===== src/rtl/muldiv_pkg.sv =====
// Shared encodings for the iterative multiply/divide unit: op codes, FSM states
// and the per-operation flags latched at start.
package muldiv_pkg;

  typedef enum logic [2:0] {
    MD_MULT  = 3'b000,
    MD_MULTU = 3'b001,
    MD_DIV   = 3'b010,
    MD_DIVU  = 3'b011,
    MD_MTHI  = 3'b100,
    MD_MTLO  = 3'b101
  } md_op_e;

  typedef enum logic [1:0] {
    MD_IDLE = 2'd0,
    MD_CALC = 2'd1,
    MD_FIX  = 2'd2
  } md_state_e;

  // neg_q covers both the product and the quotient sign; neg_r is the remainder sign.
  typedef struct packed {
    logic div;
    logic neg_q;
    logic neg_r;
    logic dz;
  } md_flags_t;

endpackage


===== src/rtl/muldiv_negate.sv =====
// Conditional two's-complement negate, used for operand magnitudes and the
// final sign correction of product, quotient and remainder.
module md_negate #(
  parameter int WIDTH = 32
) (
  input  logic             neg,
  input  logic [WIDTH-1:0] a,
  output logic [WIDTH-1:0] y
);

  assign y = neg ? -a : a;

endmodule


===== src/rtl/muldiv.sv =====
// Iterative MULT/MULTU/DIV/DIVU unit with architectural HI/LO and MTHI/MTLO.
// Sign-magnitude datapath: magnitudes in, WIDTH iterations, one sign-fix cycle.
module muldiv
  import muldiv_pkg::*;
#(
  parameter int WIDTH = 32
) (
  input  logic             clk,
  input  logic             rst,
  input  logic             start,
  input  logic [2:0]       MDOp,
  input  logic [WIDTH-1:0] A,
  input  logic [WIDTH-1:0] B,
  output logic             busy,
  output logic [WIDTH-1:0] HI,
  output logic [WIDTH-1:0] LO
);

  localparam logic [5:0] LAST = 6'(WIDTH - 1);

  md_state_e            state, state_nxt;
  logic [5:0]           cnt;
  logic [2*WIDTH-1:0]   acc;
  logic [WIDTH-1:0]     rem;
  logic [WIDTH-1:0]     opnd;
  md_flags_t            flg;

  logic                 op_arith, op_sgn, op_div;
  logic [WIDTH-1:0]     a_mag, b_mag;
  logic [WIDTH:0]       mul_sum, rem_sh, rem_diff;
  logic [2*WIDTH-1:0]   mul_nxt;
  logic [2*WIDTH-1:0]   prod_fix;
  logic [WIDTH-1:0]     quo_fix, rem_fix;

  assign op_arith = ~MDOp[2];
  assign op_sgn   = op_arith & ~MDOp[0];
  assign op_div   = op_arith & MDOp[1];

  md_negate #(.WIDTH(WIDTH)) u_neg_a (.neg(op_sgn & A[WIDTH-1]), .a(A), .y(a_mag));
  md_negate #(.WIDTH(WIDTH)) u_neg_b (.neg(op_sgn & B[WIDTH-1]), .a(B), .y(b_mag));

  // acc holds {partial product, multiplier} for mul, and the dividend/quotient
  // shift register in its low half for div. opnd is the multiplicand or divisor.
  always_comb begin
    mul_sum  = {1'b0, acc[2*WIDTH-1:WIDTH]} + (acc[0] ? {1'b0, opnd} : '0);
    mul_nxt  = {mul_sum, acc[WIDTH-1:1]};
    rem_sh   = {rem, acc[WIDTH-1]};
    rem_diff = rem_sh - {1'b0, opnd};
  end

  md_negate #(.WIDTH(2*WIDTH)) u_neg_p (.neg(flg.neg_q), .a(acc),             .y(prod_fix));
  md_negate #(.WIDTH(WIDTH))   u_neg_q (.neg(flg.neg_q), .a(acc[WIDTH-1:0]),  .y(quo_fix));
  md_negate #(.WIDTH(WIDTH))   u_neg_r (.neg(flg.neg_r), .a(rem),             .y(rem_fix));

  always_ff @(posedge clk or negedge rst) begin
    if (!rst) state <= MD_IDLE;
    else      state <= state_nxt;
  end

  always_comb begin
    state_nxt = state;
    case (state)
      MD_IDLE: if (start && op_arith) state_nxt = MD_CALC;
      MD_CALC: if (cnt == LAST)       state_nxt = MD_FIX;
      MD_FIX:                         state_nxt = MD_IDLE;
      default:                        state_nxt = MD_IDLE;
    endcase
  end

  always_comb begin
    busy = (state != MD_IDLE);
  end

  always_ff @(posedge clk or negedge rst) begin
    if (!rst) begin
      cnt  <= '0;
      acc  <= '0;
      rem  <= '0;
      opnd <= '0;
      flg  <= '0;
      HI   <= '0;
      LO   <= '0;
    end else begin
      case (state)
        MD_IDLE: if (start) begin
          if (op_arith) begin
            cnt       <= '0;
            rem       <= '0;
            flg.div   <= op_div;
            flg.neg_q <= op_sgn & (A[WIDTH-1] ^ B[WIDTH-1]);
            flg.neg_r <= op_sgn & op_div & A[WIDTH-1];
            flg.dz    <= op_div & (B == '0);
            if (op_div) begin
              opnd <= b_mag;
              acc  <= {{WIDTH{1'b0}}, a_mag};
            end else begin
              opnd <= a_mag;
              acc  <= {{WIDTH{1'b0}}, b_mag};
            end
          end else if (MDOp == MD_MTHI) begin
            HI <= A;
          end else if (MDOp == MD_MTLO) begin
            LO <= A;
          end
        end
        MD_CALC: begin
          cnt <= cnt + 6'd1;
          if (flg.div) begin
            // Restoring step: keep the trial difference only when it did not borrow.
            rem             <= rem_diff[WIDTH] ? rem_sh[WIDTH-1:0] : rem_diff[WIDTH-1:0];
            acc[WIDTH-1:0]  <= {acc[WIDTH-2:0], ~rem_diff[WIDTH]};
          end else begin
            acc <= mul_nxt;
          end
        end
        MD_FIX: begin
          if (flg.div) begin
            // Remainder of a zero divide is |A| re-signed, i.e. A itself.
            HI <= rem_fix;
            LO <= flg.dz ? '1 : quo_fix;
          end else begin
            {HI, LO} <= prod_fix;
          end
        end
        default: ;
      endcase
    end
  end

endmodule


===== config.mk =====
export PLATFORM = sky130hd
export DESIGN_NAME = muldiv
export DESIGN_NICKNAME = d
export VERILOG_FILES = /design/src/rtl/muldiv_pkg.sv /design/src/rtl/muldiv_negate.sv /design/src/rtl/muldiv.sv
export SDC_FILE = /design/constraint.sdc
export NUM_CORES = 1
export LEC_CHECK = 0
export CORE_MARGIN = 2
export CORE_UTILIZATION = 30
export CTS_BUF_LIST = sky130_fd_sc_hd__clkbuf_8
export DETAILED_ROUTE_END_ITERATION = 10
export MAX_ROUTING_LAYER = met4
export PLACE_DENSITY = 0.51
export SLEW_MARGIN = 20
export SYNTH_ARGS = -nofsm -noshare
export SYNTH_HDL_FRONTEND = slang
export SYNTH_SLANG_ARGS = --single-unit

===== constraint.sdc =====
create_clock -name clk -period 8.2 [get_ports clk]
set_input_delay 1.64 -clock clk [delete_from_list [all_inputs] [get_ports clk]]
set_output_delay 1.64 -clock clk [all_outputs]
set_load 0.01 [all_outputs]

==> metrics.md <==
| Metric | Value |
|---|---|
| Worst path cell trace | `clkdlybuf4s50_1, or4_1, nor4_1, nand3_1, or4_1, o31ai_1, xor2_1, a21oi_1, a221o_1` |
| Hold slack | `between 0.4 and 0.5 ns` |
| XOR/XNOR share of the synthesized area | `approximately a tenth` |
| DR DRC count | `0` |
| Die Height | `about 240 microns` |
| Hold Path Stages | `2` |
| Critical path's largest stage delay | `approximately 0.63 ns` |
| Largest family of logic cells by synthesized area | `compound AO/OA/AOI/OAI gates` |
| Primary FF master, synth | `dfrtp_1` |
| Worst reg2reg path depth | `12` |
| Design Area, Final | `19400 sq um` |
| Slew Viols, Final | `0` |
| H-tree depth | `2` |
| Post-cts repair resize count | `0` |
| Initial antenna violation count | `0` |
| RSZ-0062 raised after global routing | `no` |
| Final setup violation count | `0` |
| Placed Area | `18600 sq um` |
| Routed Antenna Nets | `0` |
| Hold_buf cts | `0` |
| Simple logic cell fraction of the synthesized area | `about a fifth` |
| Vias in the first global route | `about 15000` |
| Power Dens Cells | `roughly 430 nW/um^2` |
| Compound-Gate Fraction of Synth Area | `between 20 and 25%` |
| Via count of the routed design | `between 15000 and 20000` |
| Netlist cell types | `76` |
| Largest cells by area after synthesis | `dfrtp_1 31%, nand2_1 7.2%, o21ai_0 7.0%` |
| Share of cells above drive strength 1 | `5.56%` |
| Worst path arrival time | `about 5 ns` |
| DR WL/cell | `~22 microns` |
| Max Clock Freq | `roughly 220 MHz` |
| Critical Path End Type | `register` |
| Clock buffer count from CTS | `39` |
| Most frequent cells in the layout | `320 x nand2_1, 233 x o21ai_0, 202 x dfrtp_1, 195 x nor2_1, 157 x a21oi_1` |
| Post-synth EDFFs | `0` |
| Via-per-instance ratio | `between 5 and 6` |
| Fin Setup TNS | `0 ns` |
| CTS tree | `built` |
| Die ar. | `57400 sq um` |
| Area leader, netlist | `dfrtp_1` |
| PortBufs | `about 130` |
| Post-CTS setup buffers | `0` |
| Synth Area in Adders | `5.42%` |
| CP dominant cell by count | `or4_1` |
| Core ar. | `around 55000 sq um` |
| DIE WIDTH | `240 microns` |
| Clock transition at path regs | `around 0.06 ns` |
| Ys Warns | `0` |
| Slowest-stage cell, CP | `or4_1` |
| GRT Overall Usage | `between 20% and 30%` |
| DR iter-0 viols | `around 1500` |
| Final period utilization | `between 50% and 60%` |
| Max cap viols | `0` |
| Drt first pass iters | `6` |
| Ys async rst share | `between 90% and 100%` |
| Status | `finished clean` |
| Ports | `135` |
| Syn_area_per_cell | `a little under 8 sq um` |
| Largest net degree at the start of global routing | `79` |
| Worst-path fanout max | `5` |
| CTS root buf | `clkbuf_8` |
| Top-area cell type share of the netlist area | `between 30% and 40%` |
| Bufs on Longest Clock Path | `3` |
| Critical path class | `primary input to register` |
| Gp weighted congestion | `~0.95` |
| Global-route wire length before repair | `97000 microns` |
| Worst path required time | `8.66 ns` |
| Synthesized area | `approximately 17000 sq um` |
| Slew margin rel. | `between 20% and 30%` |
| Measured slew at the worst slew-check pin | `1.11 ns` |
| Wire length after detailed routing | `roughly 65000 microns` |
| CTS sink count | `204` |
| Clock skew | `between 0.03 and 0.04 ns` |
| Register area share after synthesis | `between 30 and 40%` |
| Mux cell area share after synthesis | `2.99%` |
| Min-Delay Path Class | `register to register` |
| Nets | `between 2000 and 2500` |
| Setup crit start kind | `primary input` |
| Seq cells post-synth | `between 200 and 250` |
| # rows | `86` |
| Final HPWL DP | `a little over 50000 microns` |
| Synth-to-layout area growth | `16.7%` |
| Synthesized Nets | `between 2000 and 2500` |
| Fin crit period | `approximately 4.6 ns` |
| Max rail drop VDD | `0.000148 V` |
| P_leak | `7.76 nW` |
| Final Hold Viols | `0` |
| Worst-Skew Late Latency | `between 0.5 and 0.6 ns` |
| Initial Util | `30.3%` |
| Commonest non-fill, non-tap cell in the layout | `nand2_1` |
| Post-synthesis cell count | `between 2000 and 2500` |
| Final global-route overflow total | `0` |
## cells in the mapped netlist, drive strengths merged, types with 5 or more instances
| cell type | count |
|---|---|
| nand2 | 320 |
| o21ai | 235 |
| dfrtp | 204 |
| nor2 | 198 |
| a21oi | 157 |
| clkbuf | 124 |
| xnor2 | 110 |
| xor2 | 83 |
| ha | 69 |
| inv | 56 |
| o31ai | 53 |
| o211ai | 50 |
| mux2i | 43 |
| or3 | 37 |
| nand3 | 33 |
| o22ai | 30 |
| nor3 | 29 |
| nand4 | 28 |
| or4 | 24 |
| a211oi | 19 |
| buf | 16 |
| nand2b | 16 |
| a31oi | 15 |
| and2 | 14 |
| nor2b | 14 |
| nor4 | 14 |
| a21o | 13 |
| o41ai | 13 |
| and3 | 11 |
| or2 | 11 |
| a221oi | 10 |
| o21a | 10 |
| a22oi | 9 |
| a22o | 7 |
| o21bai | 7 |
| a221o | 6 |
| mux2 | 6 |
| nand3b | 6 |
| a2bb2oi | 5 |
| a32o | 5 |
## path summary, 6_finish.rpt
path	slack [ns]	endpoint	start
max in group asynchronous	5.67	acc[61]$_DFFE_PN0P_	rst
min in group asynchronous	1.09	LO[8]$_DFFE_PN0P_	rst
worst min-delay path	0.47	LO[6]$_DFFE_PN0P_	LO[6]$_DFFE_PN0P_
worst min register to register	0.47	LO[6]$_DFFE_PN0P_	LO[6]$_DFFE_PN0P_
worst max register to register	3.70	rem[30]$_DFFE_PN0P_	acc[31]$_DFFE_PN0P_
worst max-delay path	3.60	acc[29]$_DFFE_PN0P_	A[9]
## registers in the layout, summed over array words and instances (netlist names)
signal and flops:
flg 4, LO 32, cnt 6, HI 32, opnd 32, acc 64, rem 32, state 2
## metrics by stage
| step | util (%) | cells | setup WS, ns | total power, mW |
|---|---|---|---|---|
| CTS | 35.3 | 2997 | 3.69 | 8.39 |
| detailed placement | 33.9 | 2927 | 3.06 | 7.30 |
| global placement | 33.9 | 2927 | 3.10 | 7.23 |
| global route | 35.3 | 2997 | 3.41 | 9.10 |
| finish | 35.3 | 2999 | 3.60 | 8.41 |
| floorplan | - | 2159 | 4.03 | 5.53 |
## worst max-delay path, delay by kind of cell
family,cells,cell delay (ns)
buffers and inverters,1,0.54
XOR/XNOR,1,0.23
AO/OA/AOI/OAI,3,0.69
AND/OR/NAND/NOR,4,1.97
## metal layers
layer  GRT usage, %  share of wire (%)  up-vias
met5              -                  0        -
met4           7.08                3.1        0
met3           3.33                7.2      103
met2           32.6                 42      642
met1           33.2                 48     7932
li1               -                  -     7902
## cell families (layout without fill, tap and decap cells)
| logic type | Yosys count | after routing |
|---|---|---|
| other | 0 | 2 |
| XOR/XNOR | 193 | 193 |
| AO/OA/AOI/OAI | 675 | 675 |
| flip-flops | 204 | 204 |
| AND/OR/NAND/NOR | 771 | 771 |
| buffers and inverters | 196 | 286 |
| multiplexers | 49 | 49 |
| adder cells (fa/ha/maj) | 71 | 71 |
## power breakdown
part           switching (mW)  total, mW  leakage, nW  internal (mW)
registers               0.713       2.22         2.53           1.51
logic                    3.04       5.13         4.78           2.09
clock network           0.494       1.07        0.447          0.572
total                    4.25       8.41         7.76           4.17
## layout make-up
type | instances | area (sq um)
Fill cell | 5761 | 35600
Multi-Input combinational cell | 1759 | 10800
Sequential cell | 204 | 5110
Timing Repair Buffer | 160 | 1540
Tap cell | 748 | 936
Clock buffer | 45 | 619
Inverter | 56 | 210
Clock inverter | 25 | 186
Antenna cell | 2 | 5.00
Note: power is estimated with default switching activity, not from simulation.
